## src/rtl/eBike_pkg.sv

```systemverilog
// eBike_pkg: shared constants and types for the eBike input conditioning blocks
package eBike_pkg;
  localparam int STBL_FULL_DEF = 65535;
  localparam int STBL_FAST_DEF = 511;
  typedef enum logic {UNARMED, RUN} per_state_t;
endpackage

```

## src/rtl/pedal_filt_chan.sv

```systemverilog
// pedal_filt_chan: one channel of sync, stability debounce, edge detect and rise-to-rise period
module pedal_filt_chan
  import eBike_pkg::*;
#(
  parameter int FAST_SIM  = 0,
  parameter int STBL_FULL = STBL_FULL_DEF,
  parameter int STBL_FAST = STBL_FAST_DEF,
  parameter int CNT_W     = 16,
  parameter int PER_W     = 24
) (
  input  logic             clk,
  input  logic             rst_n,
  input  logic             sig_in,
  output logic             sig_filt,
  output logic             sig_rise,
  output logic             sig_fall,
  output logic [PER_W-1:0] period,
  output logic             period_vld,
  output logic             stalled
);
  localparam logic [CNT_W-1:0] STBL = CNT_W'(FAST_SIM != 0 ? STBL_FAST : STBL_FULL);
  logic s1, s2, s3, chg, filt_nxt, rise_nxt, fall_nxt, per_upd;
  logic [CNT_W-1:0] cnt;
  logic [PER_W-1:0] pcnt;
  per_state_t state, state_nxt;
  always_comb begin
    chg = s2 ^ s3;
    filt_nxt = (cnt >= STBL && !chg) ? s3 : sig_filt;
    rise_nxt = filt_nxt & ~sig_filt;
    fall_nxt = ~filt_nxt & sig_filt;
  end
  always_ff @(posedge clk or negedge rst_n)
    if (!rst_n) state <= UNARMED;
    else state <= state_nxt;
  always_comb state_nxt = rise_nxt ? RUN : state;
  always_comb per_upd = rise_nxt && state == RUN;
  // pcnt is held at zero while unarmed, so all-ones can only mean a stalled RUN
  assign stalled = &pcnt;
  // edge pulses and period are registered together so period is valid with period_vld
  always_ff @(posedge clk or negedge rst_n)
    if (!rst_n) begin
      {s1, s2, s3} <= '0;
      cnt <= '0;
      sig_filt <= 1'b0;
      sig_rise <= 1'b0;
      sig_fall <= 1'b0;
      period <= '0;
      period_vld <= 1'b0;
      pcnt <= '0;
    end else begin
      {s1, s2, s3} <= {sig_in, s1, s2};
      cnt <= chg ? '0 : cnt + CNT_W'(~&cnt);
      sig_filt <= filt_nxt;
      sig_rise <= rise_nxt;
      sig_fall <= fall_nxt;
      period_vld <= per_upd;
      if (per_upd) period <= pcnt;
      pcnt <= rise_nxt ? PER_W'(1) : (state == RUN ? pcnt + PER_W'(~&pcnt) : '0);
    end
endmodule

```

## src/rtl/pedal_sig_filt.sv

```systemverilog
// pedal_sig_filt: N-channel glitch filter with edge pulses and cadence period measurement
module pedal_sig_filt
  import eBike_pkg::*;
#(
  parameter int N_CH      = 2,
  parameter int FAST_SIM  = 0,
  parameter int STBL_FULL = STBL_FULL_DEF,
  parameter int STBL_FAST = STBL_FAST_DEF,
  parameter int CNT_W     = 16,
  parameter int PER_W     = 24
) (
  input  logic                  clk,
  input  logic                  rst_n,
  input  logic [N_CH-1:0]       sig_in,
  output logic [N_CH-1:0]       sig_filt,
  output logic [N_CH-1:0]       sig_rise,
  output logic [N_CH-1:0]       sig_fall,
  output logic [N_CH*PER_W-1:0] period,
  output logic [N_CH-1:0]       period_vld,
  output logic [N_CH-1:0]       stalled
);
  for (genvar i = 0; i < N_CH; i++) begin : g_ch
    pedal_filt_chan #(
      .FAST_SIM (FAST_SIM),
      .STBL_FULL(STBL_FULL),
      .STBL_FAST(STBL_FAST),
      .CNT_W    (CNT_W),
      .PER_W    (PER_W)
    ) u_chan (
      .clk       (clk),
      .rst_n     (rst_n),
      .sig_in    (sig_in[i]),
      .sig_filt  (sig_filt[i]),
      .sig_rise  (sig_rise[i]),
      .sig_fall  (sig_fall[i]),
      .period    (period[i*PER_W +: PER_W]),
      .period_vld(period_vld[i]),
      .stalled   (stalled[i])
    );
  end
endmodule

```

## config.mk

```make
export PLATFORM = sky130hd
export DESIGN_NAME = pedal_sig_filt
export DESIGN_NICKNAME = d
export VERILOG_FILES = /design/src/rtl/eBike_pkg.sv /design/src/rtl/pedal_filt_chan.sv /design/src/rtl/pedal_sig_filt.sv
export SDC_FILE = /design/constraint.sdc
export NUM_CORES = 1
export LEC_CHECK = 0
export ABC_CLOCK_PERIOD_IN_PS = 3900
export CAP_MARGIN = 20
export CORE_MARGIN = 10
export CORE_UTILIZATION = 40
export CTS_CLUSTER_SIZE = 28
export DETAILED_ROUTE_END_ITERATION = 8
export GPL_ROUTABILITY_DRIVEN = 0
export PLACE_DENSITY = 0.67
export SLEW_MARGIN = 20
export SYNTH_ARGS = -nofsm -noshare
export SYNTH_HDL_FRONTEND = slang
export SYNTH_HIERARCHICAL = 1
export SYNTH_SLANG_ARGS = --single-unit
```

## constraint.sdc

```tcl
create_clock -name clk -period 3.9 [get_ports clk]
set_input_delay 0.39 -clock clk [delete_from_list [all_inputs] [get_ports clk]]
set_output_delay 0.39 -clock clk [all_outputs]
set_load 0.02 [all_outputs]
```

### Yosys cells after proc, flatten, opt, wreduce, memory -nomap -nowiden

Cells that the tools add are included.

* $add $sub $neg: 4
* magnitude comparators: 2
* mux-type cells: 8
* bitwise gates (word level): 10
* reduce and logical (&&, ||, !) cells: 14

Operators by type and width (number)
* $mux W24: 4
* $add A24 B1 Y24: 2
* $reduce_and A24 Y1: 2
* $add A16 B1 Y16: 2
* $ge A16 B16 Y1 const B: 2
* $mux W16: 2
* $reduce_and A16 Y1: 2
* $logic_not A1 Y1: 6
* $and A1 B1 Y1: 4
* $logic_and A1 B1 Y1: 4
* $not A1 Y1: 4
* $mux W1: 2
* $xor A1 B1 Y1: 2

* bits in registers: 144
* input bits: 4
* output and inout bits: 58
* word-level logic and storage cells: 60

### Longest topological paths before layout

Gate-level depths: netlist (run 1).

* word-level depth: 6
* mapped depth: 11
* mapped depth without buffers: 9

### Cells and area by module

The synthesis (run 1) kept the hierarchy.

By module, submodules not included
* pedal_filt_chan: times used 2, cells each 285, area each 3241.9 um^2, seq. area each 1801.7 um^2

### Worst setup path after synthesis (run 1)

Ideal clock, no wire load.

* path type: reg2reg
* start point: register g_ch[0].u_chan.pcnt[1]
* end point: register g_ch[0].u_chan.pcnt[23]
* setup time: 0.134 ns
* arrival: 2.289 ns
* data required time: 3.766 ns
* path slack: 1.477 ns
* stages on the path, launching flop included: 12
* path buffers: 2
* period minus slack after synthesis: 2.423 ns
* cells stage by stage: dfrtp_1 > clkbuf_1 > and2_1 > nand3_1 > or2_2 > or4_1 > ha_1 > nand4_1 > or4_1 > clkbuf_2 > or3_1 > a21oi_2

* longest elaborated chain between the ends: 5

RTL lines
* start, declared: RTL line pedal_filt_chan.sv:24 `logic [PER_W-1:0] pcnt;`
* start signal, assigned: RTL line pedal_filt_chan.sv:58 `pcnt <= rise_nxt ? PER_W'(1) : (state == RUN ? pcnt + PER_W'(~&pcnt) : '0);`
* $reduce_and A24 Y1: RTL line pedal_filt_chan.sv:58
* $logic_not A1 Y1: RTL line pedal_filt_chan.sv:58
* $add A24 B1 Y24 *: RTL line pedal_filt_chan.sv:58
* $mux W24 * (2 in a row): RTL line pedal_filt_chan.sv:58

Mark *: on every way between the ends. The rest lies on a longest branch, timed or not.
A chain may end at the register's enable or synchronous reset.

### Worst setup path after layout (run 1)

* start point: register g_ch[1].u_chan.pcnt[4]
* end point: output port stalled[1]

* longest elaborated chain between the ends: 1

RTL lines
* start, declared: RTL line pedal_filt_chan.sv:24
* start signal, assigned: RTL line pedal_filt_chan.sv:58
* $reduce_and A24 Y1: RTL line pedal_filt_chan.sv:38 `assign stalled = &pcnt;`
* end, declared: RTL line pedal_sig_filt.sv:20 `output logic [N_CH-1:0] stalled`

No other way between the ends.

==> impl_metrics.yaml, run 1 <==
route:
  antenna_left: 0
  firstDrtPassIters: 5
  wl_per_cell_um: 15.1
  drc: 0
  viasPerCell: 5.26
  vias: 4540
  routed_wl_mm: 13.1
  drtIter0Drc: 272
finish:
  nNetsFinal: 646
  n_fill_cell: 1432
  diodes: 0
  drive_above_1_share: 0.176
  syn2layout_area_growth_pct: 22.0
  finish.utilization: 0.498
clocking:
  cts_buffer_depth: 2
  clkLatencyLatePin_ns: 0.42
  ctsHoldBuffers: 0
  htreeDepth: 4
  clk_pin_slew_worst_paths_ns: 0.06
  post_cts_resized: 0
  cts_sinks: 144
  post_cts_buffers: 0
  cts_root_buffer: "clkbuf_16"
  cts_buffers: 17
  cts_tree: "done"
floorplan:
  fp-row-count: 46
  die_w_um: 147
  io-pin-count: 62
  core-area_mm2: 0.0159
  dieArea_mm2: 0.0217
  start_util: 0.408
  fp.dieH_um: 147
critical_path:
  crit_path_end_kind: "primary output"
  cp_max_fo: 7
  r2r_setup_slack_ns: 1.20
  worst_ep_required_time_ns: 3.51
  path_class: "reg2out"
  r2r_cells: 8
  setup.worst_path.start_class: "register"
  cp.arrival_ns: 2.47
  rr_startpoint: "g_ch[1].u_chan/pcnt[4]"
  r2r_end: "g_ch[1].u_chan/pcnt[22]"
min_path:
  hp-class: "in2async"
global_routing:
  grt_pass1_vias: 4574
  grt_pass1_wl_mm: 22.3
  grt_antenna_before_repair: 0
  grt.total_usage: 0.124
  grt_overflow: 0
  grt_max_degree: 91
timing:
  min_period_over_period: 0.732
  hold_violations: 0
  rsz0062_at_grt: "no"
  hold_ws_ns: 0.0403
  finalMaxSlewViolations: 0
  slew_headroom: 0.463
  post-route-min-period_ns: 2.86
  fmaxAchievable_ghz: 0.350
  setup_violations: 0
  tightest_slew_ns: 0.806
  fin_setup_tns_ns: 0
  finClkSkew_ns: 0.00718
job:
  maxCapViolations: 0
logic_synthesis:
  ys_ff_latch: 144
  yosys.area.top_type: "dfrtp_1"
  synth-warning-count: 6
  syn_area_mm2: 0.00648
  yosys-top-cells-area: "dfrtp_1 (56%), mux2_2 (8.3%), xnor2_1 (3.5%), xor2_1 (3.5%), nor2_1 (3.4%)"
  yosysSeqAreaShare: 0.556
  synth_top_area_frac: 0.556
  synth_nets: 582
  syn_inst: 570
  yosysUniqueCellTypes: 34
  avgSynthCellArea_um2: 11.4
pwr:
  powerDensity_mw_per_mm2: 408
  power_leakage_nw: 3.25
  irDropWorstVdd_v: 0.000302
place:
  io_buffers: 61
  place_hpwl_mm: 9.08
status:
  status: "finished, final reports clean"
## cells in the final DEF, fill, tap and decap left out, types with 3 or more instances in the layout
cell type	instances
clkinvlp_4	3
buf_4	4
dfrtp_1	144
nand2_1	26
or4_1	12
clkbuf_16	17
or3_1	18
nand4_1	26
and3_1	4
a21oi_1	10
a21oi_2	14
mux2_2	48
buf_6	3
bufinv_16	3
or2_2	6
nor3_1	12
clkinv_2	4
nor2_1	58
clkdlybuf4s50_1	60
xnor2_1	26
nor4_1	12
xor2_1	24
nand3_1	36
o21ai_0	22
and4_1	8
ha_1	8
inv_1	14
## stage by stage
stage	setup WS, ns	instances	area (um2)	power, W
floorplan	1.48	570	6480	0.00158
global placement	1.29	829	7270	0.00162
detailed placement	1.23	829	7270	0.00162
CTS	0.975	861	7870	0.00327
global route	0.869	863	7910	0.00335
finish	1.04	863	7910	0.00322
## kinds of logic after synthesis
| logic type | count (synthesis) | synth area share |
|---|---|---|
| flip-flops | 144 | 0.556 |
| buffers and inverters | 36 | 0.0278 |
| AND/OR/NAND/NOR | 228 | 0.190 |
| XOR/XNOR | 52 | 0.0702 |
| adder cells (fa/ha/maj) | 8 | 0.0154 |
| AO/OA/AOI/OAI | 54 | 0.0571 |
| multiplexers | 48 | 0.0834 |
## worst max-delay path by stage
stage	startpoint	end	slack (ns)
2_1_floorplan	g_ch[0].u_chan/pcnt[1]	g_ch[0].u_chan/pcnt[23]	1.48
3_3_place_gp	g_ch[1].u_chan/pcnt[4]	g_ch[1].u_chan/pcnt[20]	1.29
3_5_place_dp	g_ch[1].u_chan/pcnt[4]	g_ch[1].u_chan/pcnt[22]	1.23
4_1_cts	g_ch[1].u_chan/pcnt[4]	stalled[1]	0.97
5_1_grt	g_ch[1].u_chan/pcnt[4]	stalled[1]	0.87
6_report	g_ch[1].u_chan/pcnt[4]	stalled[1]	1.04
## cells in the mapped netlist
library cell  count
dfrtp_1         144
nor2_1           58
mux2_2           48
nand3_1          36
nand2_1          26
nand4_1          26
xnor2_1          26
xor2_1           26
o21ai_0          22
or3_1            18
a21oi_2          14
inv_1            14
nor3_1           12
nor4_1           12
or4_1            12
a21oi_1          10
clkbuf_1         10
and4_1            8
ha_1              8
or2_2             6
and3_1            4
buf_2             4
buf_6             4
a21o_1            2
and2_1            2
and4_2            2
buf_4             2
clkbuf_2          2
nand2b_1          2
nand4_4           2
nor4b_1           2
o211ai_1          2
o31ai_1           2
o31ai_4           2
## state kept, by name (all words and copies together) (netlist names)
signal	count
g_ch.u_chan/period	48
g_ch.u_chan/sig_fall	2
g_ch.u_chan/s1	2
g_ch.u_chan/pcnt	48
g_ch.u_chan/sig_rise	2
g_ch.u_chan/cnt	32
g_ch.u_chan/period_vld	2
g_ch.u_chan/s2	2
g_ch.u_chan/sig_filt	2
g_ch.u_chan/s3	2
g_ch.u_chan/state	2
## worst max-delay path: stages (launching register included)
cell             delay [ns]
dfrtp_1                0.51
and4_2                 0.30
nand3_1                0.15
nor4_1                 0.40
clkdlybuf4s50_1        0.68
## layer usage
metal	global-route usage	share of wire	vias up
met1	0.150	0.45	2293
met5	0	0	-
met2	0.200	0.49	83
met4	0.0545	0.012	0
met3	0.0375	0.047	11
li1	-	-	2153
## power breakdown
group	internal [W]	leakage (nW)	switching [W]	total (W)
combinational	0.0000178	0.970	0.0000521	0.0000699
clock	0.00102	0.290	0.000609	0.00163
sequential	0.00151	1.99	0.0000161	0.00152
total	0.00255	3.25	0.000677	0.00322
## area by class of cell
cell class	count	area, um2	share of cell area
Tap cell	216	270	0.0342
Sequential cell	144	3600	0.456
Clock inverter	13	159	0.0201
Timing Repair Buffer	67	664	0.0840
Inverter	14	52.6	0.00665
Clock buffer	19	443	0.0560
Multi-Input combinational cell	390	2720	0.343
(Power assumes the default switching activity.)
==> inputs of run 2 (changes only) <==
Settings changed: ABC_CLOCK_PERIOD_IN_PS 3900 to 2370, PLACE_DENSITY 0.67 to 0.69.
Clock period 3.9 ns to 2.37 ns, I/O delays scaled along.
==> impl_metrics.yaml, run 2 (same netlist as run 1, synthesis figures left out) <==
status:
  status: "finished, final reports clean"
clocking:
  cts_root_buffer: "clkbuf_16"
  htreeDepth: 4
  clk_pin_slew_worst_paths_ns: 0.06
  cts_buffer_depth: 2
  clkLatencyLatePin_ns: 0.42
  cts_tree: "done"
  cts_sinks: 144
  cts_buffers: 17
timing:
  fin_setup_tns_ns: 0
  hold_ws_ns: 0.270
  setup_violations: 0
  fmaxAchievable_ghz: 0.437
  post-route-min-period_ns: 2.29
  finalMaxSlewViolations: 0
  slew_headroom: 0.638
  hold_violations: 0
  finClkSkew_ns: 0.00637
  min_period_over_period: 0.967
  tightest_slew_ns: 0.543
critical_path:
  r2r_end: "g_ch[0].u_chan/pcnt[17]"
  r2r_setup_slack_ns: 0.08
  worst_ep_required_time_ns: 2.72
  crit_buf_inv: 0
  cpPeakStageDelay_ns: 0.48
  crit_end: "g_ch[0].u_chan/pcnt[17]"
  path_class: "reg2reg"
  r2r_cells: 8
  crit_family: "simple AND/OR/NAND/NOR gates"
  rr_startpoint: "g_ch[0].u_chan/pcnt[17]"
  cp_max_fo: 8
  path_cells: "and4_1 -> nand4_1 -> or4_4 -> ha_2 -> nand4_1 -> or4_4 -> or3_1 -> a21oi_2"
  critPathSlowestCell: "or4_4"
  cp.arrival_ns: 2.64
  setup.worst_path.start_class: "register"
  crit_path_end_kind: "register"
  crit_cells: 8
  critPathLaunch: "g_ch[0].u_chan/pcnt[17]"
min_path:
  hp-class: "in2reg"
place:
  dp_cells: 890
  io_buffers: 61
  place_hpwl_mm: 9.96
job:
  maxCapViolations: 0
route:
  firstDrtPassIters: 7
  drc: 0
  wl_per_cell_um: 15.5
  viasPerCell: 5.22
  drtIter0Drc: 302
  routed_wl_mm: 14.4
  vias: 4850
  antenna_left: 0
global_routing:
  grt_pass1_wl_mm: 24.2
  grt_antenna_before_repair: 0
  use_met3: 0.0335
  globalRouteMet1Util: 0.163
  grt_max_degree: 59
  grt.total_usage: 0.135
  grt_overflow: 0
  met2_usage: 0.225
  grt.busiest_layer: "met2"
  grt_pass1_vias: 5000
finish:
  layout_common_cells: "dfrtp_1 (140), buf_4 (69), nor2_1 (58), clkdlybuf4s50_1 (58), mux2_2 (48)"
  diodes: 0
  drive_above_1_share: 0.287
  finish.utilization: 0.543
  syn2layout_area_growth_pct: 32.9
  layout_commonest_cell: "dfrtp_1"
  n_fill_cell: 1348
  largest_registers: "g_ch.u_chan/pcnt x48, g_ch.u_chan/period x48, g_ch.u_chan/cnt x32"
  nNetsFinal: 713
  final_cell_count_no_fill: 930
floorplan:
  start_util: 0.408
  die_w_um: 147
  core-area_mm2: 0.0159
  io-pin-count: 62
  fp-row-count: 46
  fp.dieH_um: 147
  dieArea_mm2: 0.0217
pwr:
  powerDensity_mw_per_mm2: 680
  irDropWorstVdd_v: 0.000531
  power_leakage_nw: 3.68
run 2: cell types whose count changed in the layout (fill, tap and decap cells not counted), moves of 3 or more:
cell / previous run / this run
ha_1: 8 / 4
ha_2: 0 / 3
dfrtp_1: 144 / 140
buf_12: 0 / 3
dfrtp_2: 0 / 4
or4_1: 12 / 4
or4_4: 0 / 8
bufinv_16: 3 / 8
buf_4: 4 / 69
run 2: area by class of cell:
type | count | area, um2 | area share
clock buffer | 17 | 425 | 0.0494
tap | 216 | 270 | 0.0314
clock inverter | 15 | 288 | 0.0334
sequential | 144 | 3610 | 0.419
inverter | 14 | 52.6 | 0.00610
multi-input combinational | 390 | 2780 | 0.323
timing repair buffer | 134 | 1190 | 0.138
run 2: how the worst min path moves through the flow:
stage	to	slack, ns	from	cells after the start
6_report	g_ch[0].u_chan/s1	0.27	sig_in[0]	1
4_1_cts	g_ch[0].u_chan/s1	0.27	sig_in[0]	1
5_1_grt	g_ch[0].u_chan/s1	0.28	sig_in[0]	1
2_1_floorplan	g_ch[0].u_chan/cnt[0]	-0.06	rst_n	0
3_5_place_dp	g_ch[1].u_chan/sig_filt	0.24	rst_n	1
3_3_place_gp	g_ch[1].u_chan/sig_filt	0.23	rst_n	1
run 2: stage by stage:
stage | total power, W | setup slack [ns] | cell area [um2]
floorplan | 0.00260 | 0.0233 | 6490
global placement | 0.00268 | 0.0666 | 7760
detailed placement | 0.00269 | 0.0180 | 7760
CTS | 0.00591 | 0.000342 | 8500
global route | 0.00605 | -0.0190 | 8620
finish | 0.00586 | 0.0792 | 8620
run 2: routing by layer:
layer	wire, um	part of all wire
met5	0	0
met4	276	0.019
met3	528	0.037
met2	7230	0.50
met1	6350	0.44
run 2: what timing repair did:
| action | in CTS | in global routing |
|---|---|---|
| buffers inserted | 0 | 7 |
| hold buffers | 1 | 0 |
| gates resized for setup | 8 | 25 |
| pin swaps | 0 | 6 |
| setup endpoints to repair | 5 | 41 |
| gates cloned | 0 | 0 |
| hold endpoints to repair | 55 | 0 |
run 2: worst reg2reg max path, stage by stage, from the launching register on:
cell     delay (ns)
dfrtp_1        0.38
and4_1         0.22
nand4_1        0.16
or4_4          0.17
ha_2           0.20
nand4_1        0.13
or4_4          0.48
or3_1          0.35
a21oi_2        0.15
run 2: report_power, final:
part           total (W)  internal [W]  switching, W
Clock            0.00322       0.00218       0.00103
Combinational   0.000147     0.0000491     0.0000983
Sequential       0.00250       0.00248     0.0000181
Total            0.00586       0.00471       0.00115
==> inputs of run 3 (changes only) <==
Settings changed: SETUP_SLACK_MARGIN set to 0.5.
==> impl_metrics.yaml, run 3 (same netlist as run 1, synthesis figures left out) <==
critical_path:
  crit_path_end_kind: "register"
  path_cells: "and4_1 -> nand4_1 -> or4_4 -> ha_4 -> nand4_1 -> or4_4 -> or3_1 -> a21oi_2"
  setup.worst_path.start_class: "register"
  cpPeakStageDelay_ns: 0.48
  r2r_cells: 8
  critPathSlowestCell: "or4_4"
  crit_buf_inv: 0
  cp_max_fo: 8
  crit_cells: 8
  path_class: "reg2reg"
  cp.arrival_ns: 2.65
  crit_family: "simple AND/OR/NAND/NOR gates"
  worst_ep_required_time_ns: 2.72
finish:
  seq_area_mm2: 0.00362
  syn2layout_area_growth_pct: 46.1
  multi_input_area_mm2: 0.00329
  n_fill_cell: 1212
  largest_registers: "g_ch.u_chan/pcnt x48, g_ch.u_chan/period x48, g_ch.u_chan/cnt x32"
  diodes: 0
  nNetsFinal: 757
  layout_common_cells: "dfrtp_1 (133), buf_4 (99), clkdlybuf4s50_1 (58)"
  layout_commonest_cell: "dfrtp_1"
  drive_above_1_share: 0.428
clocking:
  cts_buffer_depth: 2
  htreeDepth: 4
  clk_pin_slew_worst_paths_ns: 0.06
  cts_sinks: 144
  clkLatencyLatePin_ns: 0.42
  cts_root_buffer: "clkbuf_16"
  cts_tree: "done"
  cts_buffers: 17
floorplan:
  die_w_um: 147
  start_util: 0.408
  dieArea_mm2: 0.0217
  fp.dieH_um: 147
  core-area_mm2: 0.0159
  fp-row-count: 46
  io-pin-count: 62
global_routing:
  grt.total_usage: 0.147
  grt_overflow: 0
  grt_pass1_wl_mm: 26.2
  grt_antenna_before_repair: 0
  grt_pass1_vias: 5227
  grt_max_degree: 62
route:
  firstDrtPassIters: 5
  drtIter0Drc: 322
  routed_wl_mm: 16.3
  drc: 0
  antenna_left: 0
  wl_per_cell_um: 16.7
  vias: 5190
  viasPerCell: 5.33
timing:
  hold_ws_ns: 0.253
  rsz0062_at_grt: "yes"
  setup_violations: 0
  hold_violations: 0
  fin_ws_ns: 0.0712
  tightest_slew_ns: 0.599
  fmaxAchievable_ghz: 0.435
  slew_headroom: 0.601
  finalMaxSlewViolations: 0
  post-route-min-period_ns: 2.30
  min_period_over_period: 0.970
  finClkSkew_ns: 0.00858
place:
  dp_slack_ns: 0.0497
  io_buffers: 61
  place_hpwl_mm: 9.88
job:
  maxCapViolations: 0
pwr:
  power_leakage_nw: 4.03
  irDropWorstVdd_v: 0.000467
  powerDensity_mw_per_mm2: 589
status:
  status: "finished, final reports clean"
min_path:
  hp-class: "in2reg"
  hold-path-cell-count: 1
run 3: cell type report:
cell class,instances,area share
multi-input cells,390,0.347
flip-flops and latches,144,0.382
inverters,14,0.00555
well taps,216,0.0285
clock buffers,21,0.0475
repair buffers,178,0.170
clock inverters,10,0.0194
run 3: metal layers:
metal | wire length [um] | global-route usage
met4 | 301 | 0.0610
met3 | 660 | 0.0372
met5 | 0 | 0
met2 | 8670 | 0.257
met1 | 6620 | 0.166
run 3: final timing paths:
kind	from	endpoint	slack (ns)
worst max-delay path	g_ch[0].u_chan/pcnt[17]	g_ch[0].u_chan/pcnt[19]	0.07
worst min-delay path	sig_in[0]	g_ch[0].u_chan/s1	0.25
worst max register to register	g_ch[0].u_chan/pcnt[17]	g_ch[0].u_chan/pcnt[19]	0.07
worst min register to register	g_ch[0].u_chan/s1	g_ch[0].u_chan/s2	0.35
max in group asynchronous	rst_n	g_ch[0].u_chan/pcnt[4]	1.24
min in group asynchronous	rst_n	g_ch[1].u_chan/period[22]	0.35
run 3: power by group:
part,switching [W],internal [W]
registers,0.0000151,0.00248
clock network,0.000987,0.00189
logic,0.000125,0.0000832
total,0.00113,0.00445
run 3: timing repair:
action / 4_1_cts / 5_1_grt
setup buffers: 49 / 19
endpoints found under the setup margin: 78 / 81
endpoints found under the hold margin: 57 / 0
hold buffers: 1 / 0
pin swaps: 69 / 53
gates cloned: 1 / 1
gates resized for setup: 59 / 45
run 3: through the flow:
step	instance area, um2	instances	util	total power, W	setup TNS (ns)
2_1_floorplan	6780	570	-	0.00262	0
3_3_place_gp	7850	871	0.494	0.00269	0
3_5_place_dp	7850	871	0.494	0.00270	0
4_1_cts	9100	953	0.573	0.00562	0
5_1_grt	9470	973	0.596	0.00578	-0.00603
6_report	9470	973	0.596	0.00558	0
